$ cat config.mk
export PLATFORM = sky130hd
export DESIGN_NAME = uart_rx_fsm_flat
export DESIGN_NICKNAME = d
export VERILOG_FILES = /design/src/rtl/uart_rx_fsm_if.sv /design/src/rtl/uart_rx_fsm.sv /design/src/flat_wrapper.sv
export SDC_FILE = /design/constraint.sdc
export NUM_CORES = 1
export LEC_CHECK = 0
export ABC_AREA = 1
export BUFFER_PORTS_ARGS = -buffer_cell sky130_fd_sc_hd__buf_2
export CORE_ASPECT_RATIO = 1.1
export CORE_MARGIN = 4
export CORE_UTILIZATION = 35
export DETAILED_ROUTE_END_ITERATION = 10
export PLACE_DENSITY_LB_ADDON = 0.1
export REMOVE_ABC_BUFFERS = 1
export SLEW_MARGIN = 20
export SYNTH_ARGS = -nofsm -noshare
export SYNTH_HDL_FRONTEND = slang
export SYNTH_SLANG_ARGS = --single-unit
$ cat constraint.sdc
create_clock -name clk -period 2.7 [get_ports clk]
set_input_delay 0.54 -clock clk [delete_from_list [all_inputs] [get_ports clk]]
set_output_delay 0.54 -clock clk [all_outputs]
set_load 0.005 [all_outputs]
$ cat src/rtl/uart_rx_fsm_if.sv
// Receive-side bundle: serial line and frame configuration in, word and status out.
interface uart_rx_fsm_if #(
  parameter int DATA_WIDTH = 8
);
  logic                  rx_in;
  logic [5:0]            prescale;
  logic                  par_en;
  logic                  par_typ;
  logic [DATA_WIDTH-1:0] p_data;
  logic                  data_valid;
  logic                  par_err;
  logic                  stp_err;
  logic                  busy;

  modport master (
    output rx_in, prescale, par_en, par_typ,
    input  p_data, data_valid, par_err, stp_err, busy
  );

  modport slave (
    input  rx_in, prescale, par_en, par_typ,
    output p_data, data_valid, par_err, stp_err, busy
  );
endinterface

$ cat src/rtl/uart_rx_fsm.sv
// UART receiver: oversampled start detect with glitch reject, 3-sample majority per bit,
// LSB-first shift, optional parity and stop checks, one-cycle data_valid after the stop bit.
module uart_rx_fsm #(
  parameter int DATA_WIDTH = 8
) (
  input logic          clk,
  input logic          reset,
  uart_rx_fsm_if.slave rx_if
);
  localparam int BCW = (DATA_WIDTH > 1) ? $clog2(DATA_WIDTH) : 1;

  typedef enum logic [2:0] {IDLE, START, DATA, PARITY, STOP} state_t;

  state_t         state, state_n;
  logic [5:0]     edge_cnt;
  logic [BCW-1:0] bit_cnt;
  logic [5:0]     p_lat;
  logic           par_en_lat;
  logic           par_typ_lat;
  logic           s0, s1;

  logic [5:0] p_dec;
  logic [5:0] half;
  logic       last_edge;
  logic       resolve;
  logic       vote;
  logic       last_bit;

  assign p_dec     = (rx_if.prescale == 6'd16 || rx_if.prescale == 6'd32) ? rx_if.prescale : 6'd8;
  assign half      = p_lat >> 1;
  assign last_edge = (edge_cnt == p_lat - 6'd1);
  assign resolve   = (edge_cnt == half + 6'd1);
  // Third sample is the live line value at the resolution cycle.
  assign vote      = (s0 & s1) | (s0 & rx_if.rx_in) | (s1 & rx_if.rx_in);
  assign last_bit  = (bit_cnt == BCW'(DATA_WIDTH - 1));
  assign rx_if.busy = (state != IDLE);

  always_ff @(posedge clk or negedge reset) begin
    if (!reset) state <= IDLE;
    else        state <= state_n;
  end

  always_comb begin
    state_n = state;
    case (state)
      IDLE:   if (!rx_if.rx_in) state_n = START;
      START:  begin
        if (resolve && vote) state_n = IDLE;
        else if (last_edge)  state_n = DATA;
      end
      DATA:   if (last_edge && last_bit) state_n = par_en_lat ? PARITY : STOP;
      PARITY: if (last_edge) state_n = STOP;
      STOP:   if (last_edge) state_n = IDLE;
      default: state_n = IDLE;
    endcase
  end

  always_ff @(posedge clk or negedge reset) begin
    if (!reset) begin
      edge_cnt         <= '0;
      bit_cnt          <= '0;
      p_lat            <= 6'd8;
      par_en_lat       <= 1'b0;
      par_typ_lat      <= 1'b0;
      s0               <= 1'b1;
      s1               <= 1'b1;
      rx_if.p_data     <= '0;
      rx_if.data_valid <= 1'b0;
      rx_if.par_err    <= 1'b0;
      rx_if.stp_err    <= 1'b0;
    end else begin
      rx_if.data_valid <= 1'b0;

      // The detecting IDLE clock is edge 0 of the start bit.
      if (state == IDLE)
        edge_cnt <= rx_if.rx_in ? 6'd0 : 6'd1;
      else if (state_n == IDLE || last_edge)
        edge_cnt <= '0;
      else
        edge_cnt <= edge_cnt + 6'd1;

      if (state != DATA)
        bit_cnt <= '0;
      else if (last_edge)
        bit_cnt <= last_bit ? '0 : bit_cnt + BCW'(1);

      if (edge_cnt == half - 6'd1) s0 <= rx_if.rx_in;
      if (edge_cnt == half)        s1 <= rx_if.rx_in;

      if (state == IDLE && !rx_if.rx_in) begin
        p_lat         <= p_dec;
        par_en_lat    <= rx_if.par_en;
        par_typ_lat   <= rx_if.par_typ;
        rx_if.par_err <= 1'b0;
        rx_if.stp_err <= 1'b0;
      end

      if (state == DATA && resolve)
        rx_if.p_data <= {vote, rx_if.p_data[DATA_WIDTH-1:1]};
      if (state == PARITY && resolve)
        rx_if.par_err <= (vote != (^rx_if.p_data ^ par_typ_lat));
      if (state == STOP && resolve && !vote)
        rx_if.stp_err <= 1'b1;
      if (state == STOP && last_edge)
        rx_if.data_valid <= !rx_if.par_err && !rx_if.stp_err;
    end
  end
endmodule
$ cat src/flat_wrapper.sv
// flat-port wrapper written by rule: the top's interface ports become plain ports
module uart_rx_fsm_flat 
#(
  parameter int DATA_WIDTH = 8
)
  (clk, reset, rx_if_rx_in, rx_if_prescale, rx_if_par_en, rx_if_par_typ, rx_if_p_data, rx_if_data_valid, rx_if_par_err, rx_if_stp_err, rx_if_busy);
  uart_rx_fsm_if #(.DATA_WIDTH(DATA_WIDTH)) rx_if_i ();
  input logic clk;
  input logic reset;
  input wire logic [$bits(rx_if_i.rx_in)-1:0] rx_if_rx_in;
  input wire logic [$bits(rx_if_i.prescale)-1:0] rx_if_prescale;
  input wire logic [$bits(rx_if_i.par_en)-1:0] rx_if_par_en;
  input wire logic [$bits(rx_if_i.par_typ)-1:0] rx_if_par_typ;
  output wire logic [$bits(rx_if_i.p_data)-1:0] rx_if_p_data;
  output wire logic [$bits(rx_if_i.data_valid)-1:0] rx_if_data_valid;
  output wire logic [$bits(rx_if_i.par_err)-1:0] rx_if_par_err;
  output wire logic [$bits(rx_if_i.stp_err)-1:0] rx_if_stp_err;
  output wire logic [$bits(rx_if_i.busy)-1:0] rx_if_busy;
  assign rx_if_i.rx_in = rx_if_rx_in;
  assign rx_if_i.prescale = rx_if_prescale;
  assign rx_if_i.par_en = rx_if_par_en;
  assign rx_if_i.par_typ = rx_if_par_typ;
  assign rx_if_p_data = rx_if_i.p_data;
  assign rx_if_data_valid = rx_if_i.data_valid;
  assign rx_if_par_err = rx_if_i.par_err;
  assign rx_if_stp_err = rx_if_i.stp_err;
  assign rx_if_busy = rx_if_i.busy;
  uart_rx_fsm #(.DATA_WIDTH(DATA_WIDTH)) u_core (.clk(clk), .reset(reset), .rx_if(rx_if_i));
endmodule
==> results.txt, run 1 <==
Final hold violation count: 0
Top_reg_cell synth: dfrtp_1
Max layer used: met4
GP Congestion: 0.910
Wire length per cell: 12.3 um
Fmax: 0.457 GHz
Worst-path clk slew: 0.07 ns
# fillers: 596
Number of I/O pins: 23
Nets: 329
Fraction of layout cells with a size suffix above 1: 0.183
First drt pass iteration count: 4
Global-route wire length before repair: 8650 um
Largest net degree at the start of global routing: 34
FF/Latch Area: 830 um^2
Routed wl met3: 147 um
Total routed wire length on the met1 layer: 2260 um
LEAKAGE: 0.00128 uW
Overall die area: 7390 um^2
Clock buffer depth: 2
Cell variety after synth: 32
Max Cap Viol: 0
Antenna violations before repair: 0
Mapped Avg Cell Area: 7.52 um^2
Hold-fix buffers, CTS: 0
Synthesized area: 2130 um^2
H-Tree Depth: 2
CP max FO: 10
Fin crit share: 0.810
Min cycle time layout: 2.19 ns
Initial Util: 0.364
CTS tree: done
Vias in the first global route: 1785
Synth Instances: 283
Clock sinks: 33
Site Rows: 29
Layout area overhead: 13.1%
Multi-input combinational cell area: 1120 um^2
Pre-CTS setup slack: 0.506 ns
Postcts setup bufs: 0
Worst Path Required: 2.87 ns
Worst Skew: 0.00422 ns
PostCTS Resize Cnt: 0
Setup-failing EPs final: 0
Port-buffer cells: 22
Placeable Area: 5840 um^2
PD cells: 807 nW/um^2
Ys async rst share: 1.00
Yosys warns: 0
Vert. Die Dim: 89.8 um
Total gr overflow: 0
Gr usage total: 0.149
Num CTS Buffers: 5
Setup WS post-layout: 0.513 ns
Worst setup path category: flop to flop
Sequential area share after synthesis: 0.390
Vias per cell: 4.69
Antenna fix cells: 0
DRT Wirelength: 4770 um
Tightest Hold Check Type: input port to async pin
CP Launch Type: flop
Iter 0 DRT Violations: 80
Via count: 1818
RSZ-0062 raised after global routing: no
Number of synthesized flops with an enable pin: 0
Worst skew pair latency: 0.27 ns
Drt drc: 0
CP Data Arrival Time: 2.35 ns
Setup TNS: 0 ns
Most frequent cells in the layout: nand2_1 (89), inv_1 (33), dfrtp_1 (30), nand3_1 (28), buf_2 (22)
Final Slew Violations: 0
Routed met2 length: 2330 um
Rel. slew slack: 0.492
Outcome: finished clean
Worst-case vdd ir drop: 372 uV
Clk root buf: clkbuf_8
Worst-Margin Slew: 0.762 ns
Yosys reg bits: 33
Post-DP HPWL: 3760 um
Nature of the critical path endpoint: flop
Die X: 82.4 um
DRT antenna net count: 0
Most common cell after layout, fill and taps aside: nand2_1
[worst max-delay path: stages (launching register included)]
cell     delay, ns
dfrtp_1       0.44
inv_1         0.12
ha_1          0.32
inv_1         0.04
nand2_1       0.05
nand2_1       0.05
nor2_2        0.09
nand3_2       0.09
nor2_4        0.19
nand2_4       0.13
nand2_2       0.09
nand3_1       0.09
nor2_2        0.13
nand3_2       0.10
nand2_2       0.11
nor2_1        0.05
[flip-flops by register name, indices dropped and copies added, names as in the netlist]
| name | count |
|---|---|
| u_core.rx_if.stp_err | 1 |
| u_core.rx_if.data_valid | 1 |
| u_core.state | 3 |
| u_core.bit_cnt | 3 |
| u_core.edge_cnt | 6 |
| u_core.par_typ_lat | 1 |
| u_core.s1 | 1 |
| u_core.rx_if.p_data | 8 |
| u_core.s0 | 1 |
| u_core.rx_if.par_err | 1 |
| u_core.p_lat | 6 |
| u_core.par_en_lat | 1 |
[final cells by class]
cell class	instances	area share
Tap cell	77	0.0400
Clock buffer	7	0.0359
Timing Repair Buffer	23	0.0489
Sequential cell	33	0.345
Multi-Input combinational cell	208	0.465
Inverter	40	0.0650
[synth_stat cells, types with 2 or more instances]
cell type / count / share of area
nand2_1: 89 / 0.16
inv_1: 33 / 0.058
dfrtp_1: 30 / 0.35
nand3_1: 28 / 0.066
nor2_1: 19 / 0.034
xnor2_1: 9 / 0.037
xor2_1: 8 / 0.033
ha_1: 7 / 0.041
o21ai_0: 6 / 0.014
a21oi_1: 5 / 0.012
nand2_2: 5 / 0.015
inv_2: 4 / 0.0071
nor2_2: 4 / 0.012
nor4_1: 4 / 0.012
dfstp_2: 3 / 0.037
nand3_2: 3 / 0.014
nor2_4: 3 / 0.016
nor3_1: 3 / 0.0071
buf_6: 2 / 0.011
inv_4: 2 / 0.0059
nand3b_1: 2 / 0.0071
nand4_1: 2 / 0.0059
o21a_1: 2 / 0.0071
o22ai_1: 2 / 0.0059
[routing by layer]
| metal | global-route usage | up-vias |
|---|---|---|
| li1 | - | 949 |
| met1 | 0.210 | 842 |
| met2 | 0.234 | 25 |
| met3 | 0.0240 | 2 |
| met4 | 0.0374 | 0 |
| met5 | 0 | - |
[worst paths after layout]
path	startpoint	endpoint	slack [ns]	cells past startpoint
max reg2reg	u_core.p_lat[1]$_DFFE_PN0P_	u_core.edge_cnt[3]$_DFF_PN0_	0.51	15
max in group asynchronous	reset	u_core.rx_if.par_err$_DFFE_PN0P_	1.87	1
min in group clk	rx_if_par_en	u_core.par_en_lat$_DFFE_PN0P_	0.47	3
min reg2reg	u_core.rx_if.par_err$_DFFE_PN0P_	u_core.rx_if.data_valid$_DFF_PN0_	0.48	1
max	u_core.p_lat[1]$_DFFE_PN0P_	u_core.edge_cnt[3]$_DFF_PN0_	0.51	15
min	reset	u_core.p_lat[4]$_DFFE_PN0P_	0.33	1
[report_power, final]
group          switching [uW]  internal, uW  total [uW]
Sequential                136           615         750
Combinational             506           316         822
Clock                     167           202         369
Total                     809          1130        1940
[kinds of logic after synthesis]
| logic type | count (synthesis) | share of synthesized area |
|---|---|---|
| adders and majority gates | 7 | 0.0412 |
| buffers and inverters | 42 | 0.0841 |
| xor gates and xnor gates | 17 | 0.0700 |
| AOI/OAI and AO/OA | 18 | 0.0488 |
| DFF | 33 | 0.390 |
| and+or+nand+nor | 166 | 0.366 |
[per-stage QoR]
stage | power (uW) | util | hold WS [ns] | instances | instance area, um^2
5_1_grt | 2140 | 0.412 | 0.392 | 388 | 2410
6_report | 1940 | 0.412 | 0.335 | 388 | 2410
3_5_place_dp | 1590 | 0.397 | 0.462 | 381 | 2320
2_1_floorplan | 1360 | - | 0.244 | 281 | 2110
3_3_place_gp | 1600 | 0.397 | 0.472 | 381 | 2320
4_1_cts | 1970 | 0.412 | 0.357 | 388 | 2410
Note: power is estimated with default switching activity, not from simulation.
==> run 2, diff against run 1 <==
ABC_AREA = 0   (was 1)
clock period = 1.8 ns   (was 2.7 ns; I/O delays follow)
==> run 2 against run 1 <==
Effect of this change:
- the run now ends with setup timing left
- synthesized area is 1.5% lower
- largest power group unchanged
- register-to-register slack worse by 1.0 ns
- total power is 130% higher
- flip-flop and latch count stayed put
- count of clock-buffer cells in the layout stayed put
- worst setup slack worse by 1.0 ns
- maximum frequency is 4.8% lower
- critical path type unchanged
- die area is 1.3% lower
- clock power is 98% higher
- first-iteration DRC count is 35% lower
==> results.txt, run 2 <==
Gr usage total: 0.149 (about the same)
Worst r2r dst: u_core.rx_if.p_data[2]$_DFFE_PN0P_ (was u_core.edge_cnt[3]$_DFF_PN0_)
Post-synth top area share: 0.358 (was 0.353)
Synthesized area: 2100 um^2 (was 2130 um^2)
Hold Slack: 0.0913 ns (was 0.335 ns)
Fmax: 0.435 GHz (was 0.457 GHz)
LEAKAGE: 0.00138 uW (was 0.00128 uW)
Setup WS post-layout: -0.498 ns (was 0.513 ns)
Antenna fix cells: 0 (unchanged)
DRT Wirelength: 4870 um (was 4770 um)
Fraction of layout cells with a size suffix above 1: 0.437 (was 0.183)
Worst Skew: 0.0111 ns (was 0.00422 ns)
Reg2Reg Setup Slack: -0.50 ns (was 0.51 ns)
Number of I/O pins: 23 (unchanged)
Rel. slew slack: 0.715 (was 0.492)
Sequential area share after synthesis: 0.396 (was 0.390)
DRT antenna net count: 0 (unchanged)
Post-DP HPWL: 3600 um (was 3760 um)
Top cells by area, synth: dfrtp_1 (36%), xnor2_1 (7.9%), mux2_4 (5.7%) (was dfrtp_1 (35%), nand2_1 (16%), nand3_1 (6.6%))
Mapped Avg Cell Area: 9.80 um^2 (was 7.52 um^2)
CP Data Arrival Time: 2.48 ns (was 2.35 ns)
Drt drc: 0 (unchanged)
Fin crit share: 1.28 (was 0.810)
Port-buffer cells: 22 (unchanged)
Nets: 296 (was 329)
Tightest Hold Check Type: input port to async pin (unchanged)
Nature of the critical path endpoint: flop (unchanged)
Synth Instances: 214 (was 283)
Wire length per cell: 13.7 um (was 12.3 um)
Largest regs: u_core.rx_if.p_data x8, u_core.edge_cnt x6, u_core.p_lat x6 (unchanged)
Most frequent cells in the layout: buf_4 (41), dfrtp_1 (30), nor2_1 (22), buf_2 (22) (was nand2_1 (89), inv_1 (33), dfrtp_1 (30), nand3_1 (28), buf_2 (22))
Total gr overflow: 0 (unchanged)
Vias in the first global route: 1757 (was 1785)
Min cycle time layout: 2.30 ns (was 2.19 ns)
Violated checks: setup timing
Top_reg_cell synth: dfrtp_1 (unchanged)
DP Area: 2560 um^2 (was 2320 um^2)
Clk root buf: clkbuf_8 (unchanged)
Worst-case vdd ir drop: 623 uV (was 372 uV)
Max Cap Viol: 0 (unchanged)
CP max FO: 8 (was 10)
Via count: 1678 (was 1818)
Most common cell after layout, fill and taps aside: buf_4 (was nand2_1)
Number of synthesized flops with an enable pin: 0 (unchanged)
Site Rows: 29 (unchanged)
Max reg flops: 8 (unchanged)
Placeable Area: 5810 um^2 (was 5840 um^2)
CTS tree: done (unchanged)
PD cells: 1530 nW/um^2 (was 807 nW/um^2)
Yosys warns: 0 (unchanged)
Ys async rst share: 1.00 (unchanged)
Post-route design area: 2930 um^2 (was 2410 um^2)
RSZ-0062 raised after global routing: yes (was no)
Clock buffer depth: 2 (unchanged)
Placed insts: 341 (was 381)
Top-count cell post-synth: dfrtp_1 (was nand2_1)
Iter 0 DRT Violations: 52 (was 80)
Setup-failing EPs final: 22 (was 0)
Yosys reg bits: 33 (unchanged)
Vert. Die Dim: 89.2 um (was 89.8 um)
Post-synth top cells: dfrtp_1 (30), nor2_1 (23), nand2_1 (19), xnor2_1 (19), xor2_1 (11) (was nand2_1 (89), inv_1 (33), dfrtp_1 (30), nand3_1 (28), nor2_1 (19))
Largest net degree at the start of global routing: 34 (unchanged)
CP Launch Type: flop (unchanged)
Non-Filler Instances: 356 (was 388)
Outcome: complete, but fails checks (was finished clean)
Worst-Margin Slew: 0.428 ns (was 0.762 ns)
First drt pass iteration count: 4 (unchanged)
Largest Register: u_core.rx_if.p_data (unchanged)
Worst Path Required: 1.98 ns (was 2.87 ns)
Initial Util: 0.361 (was 0.364)
Yosys top cell by area: dfrtp_1 (unchanged)
Global-route wire length before repair: 8250 um (was 8650 um)
Reg2reg start: u_core.p_lat[2]$_DFFE_PN0P_ (was u_core.p_lat[1]$_DFFE_PN0P_)
Final Slew Violations: 0 (unchanged)
Overall die area: 7290 um^2 (was 7390 um^2)
Layout area overhead: 39.8% (was 13.1%)
Vias per cell: 4.71 (was 4.69)
Antenna violations before repair: 0 (unchanged)
Worst-path clk slew: 0.08 ns (was 0.07 ns)
Cell variety after synth: 44 (was 32)
GP Congestion: 0.802 (was 0.910)
Num CTS Buffers: 5 (unchanged)
Clock sinks: 33 (unchanged)
Final hold violation count: 0 (unchanged)
Hold-fix buffers, CTS: 0 (unchanged)
Path depth of the worst reg2reg path: 7 (was 15)
Worst skew pair latency: 0.29 ns (was 0.27 ns)
Die X: 81.8 um (was 82.4 um)
Worst setup path category: flop to flop (unchanged)
H-Tree Depth: 2 (unchanged)
## run 2: changes by cell type in the layout (fill, tap and decap cells not counted), sizes merged, moves of 3 or more
cell | previous run | this run
mux2 | 0 | 11
buf | 23 | 69
a31oi | 0 | 3
o21ai | 7 | 10
nand3 | 31 | 10
nor2b | 0 | 5
nand2b | 0 | 4
xor2 | 8 | 12
nand2 | 95 | 19
inv | 39 | 8
xnor2 | 9 | 20
## run 2: logic make-up (layout without fill, tap and decap cells)
kind of cell,Yosys count,in the layout,synth area share
simple gates,78,78,0.190
flops,33,33,0.396
compound gates,31,31,0.109
xor+xnor,32,32,0.141
buf+inv,20,85,0.0400
mux,13,13,0.0829
fa+ha+maj,7,7,0.0418
## run 2: worst max-delay path by stage
stage / slack (ns) / from / to
2_1_floorplan: -0.69 / u_core.p_lat[2]$_DFFE_PN0P_ / u_core.rx_if.p_data[0]$_DFFE_PN0P_
3_3_place_gp: -0.62 / u_core.p_lat[1]$_DFFE_PN0P_ / u_core.rx_if.p_data[3]$_DFFE_PN0P_
3_5_place_dp: -0.64 / u_core.p_lat[1]$_DFFE_PN0P_ / u_core.edge_cnt[5]$_DFF_PN0_
4_1_cts: -0.49 / u_core.p_lat[2]$_DFFE_PN0P_ / u_core.rx_if.p_data[5]$_DFFE_PN0P_
5_1_grt: -0.62 / u_core.p_lat[1]$_DFFE_PN0P_ / u_core.rx_if.p_data[2]$_DFFE_PN0P_
6_report: -0.50 / u_core.p_lat[2]$_DFFE_PN0P_ / u_core.rx_if.p_data[2]$_DFFE_PN0P_
## run 2: layout make-up
type,count,area [um^2]
clock inverter,1,30.0
tap,77,96.3
clock buffer,7,86.3
timing repair buffer,69,485
inverter,8,30.0
fill,552,2870
sequential,33,830
multi-input combinational,161,1370
## run 2: report_power, final
group	internal (uW)	total [uW]	switching [uW]
registers	950	1150	199
logic	1400	2600	1200
clock network	452	732	281
## run 2: worst max-delay path, cell delays in order, from the launching register on
cell       delay, ns
dfrtp_1         0.41
ha_2            0.23
o21ba_4         0.19
a221o_1         0.34
a2111oi_4       0.36
inv_2           0.13
nor2_8          0.21
mux2_4          0.32
## run 2: routing by layer
| metal | part of all wire | vias up | GRT usage |
|---|---|---|---|
| li1 | - | 861 | - |
| met1 | 0.44 | 789 | 0.187 |
| met2 | 0.52 | 21 | 0.253 |
| met3 | 0.023 | 7 | 0.0262 |
| met4 | 0.018 | 0 | 0.0574 |
| met5 | 0 | - | 0 |
## run 2: what timing repair did
item / in CTS / in global routing
setup buffers: 5 / 2
pin swaps: 14 / 3
hold endpoints to repair: 0 / 0
gates resized for setup: 27 / 14
endpoints found under the setup margin: 24 / 26
## run 2: per-stage QoR
| step | TNS, ns | util | setup slack, ns | total power (uW) |
|---|---|---|---|---|
| global route | -11.57 | 0.505 | -0.617 | 4820 |
| detailed placement | -11.85 | 0.440 | -0.640 | 3280 |
| CTS | -8.51 | 0.487 | -0.492 | 4320 |
| global placement | -11.36 | 0.440 | -0.616 | 3300 |
| floorplan | -10.97 | - | -0.692 | 2460 |
| finish | -8.83 | 0.505 | -0.498 | 4480 |
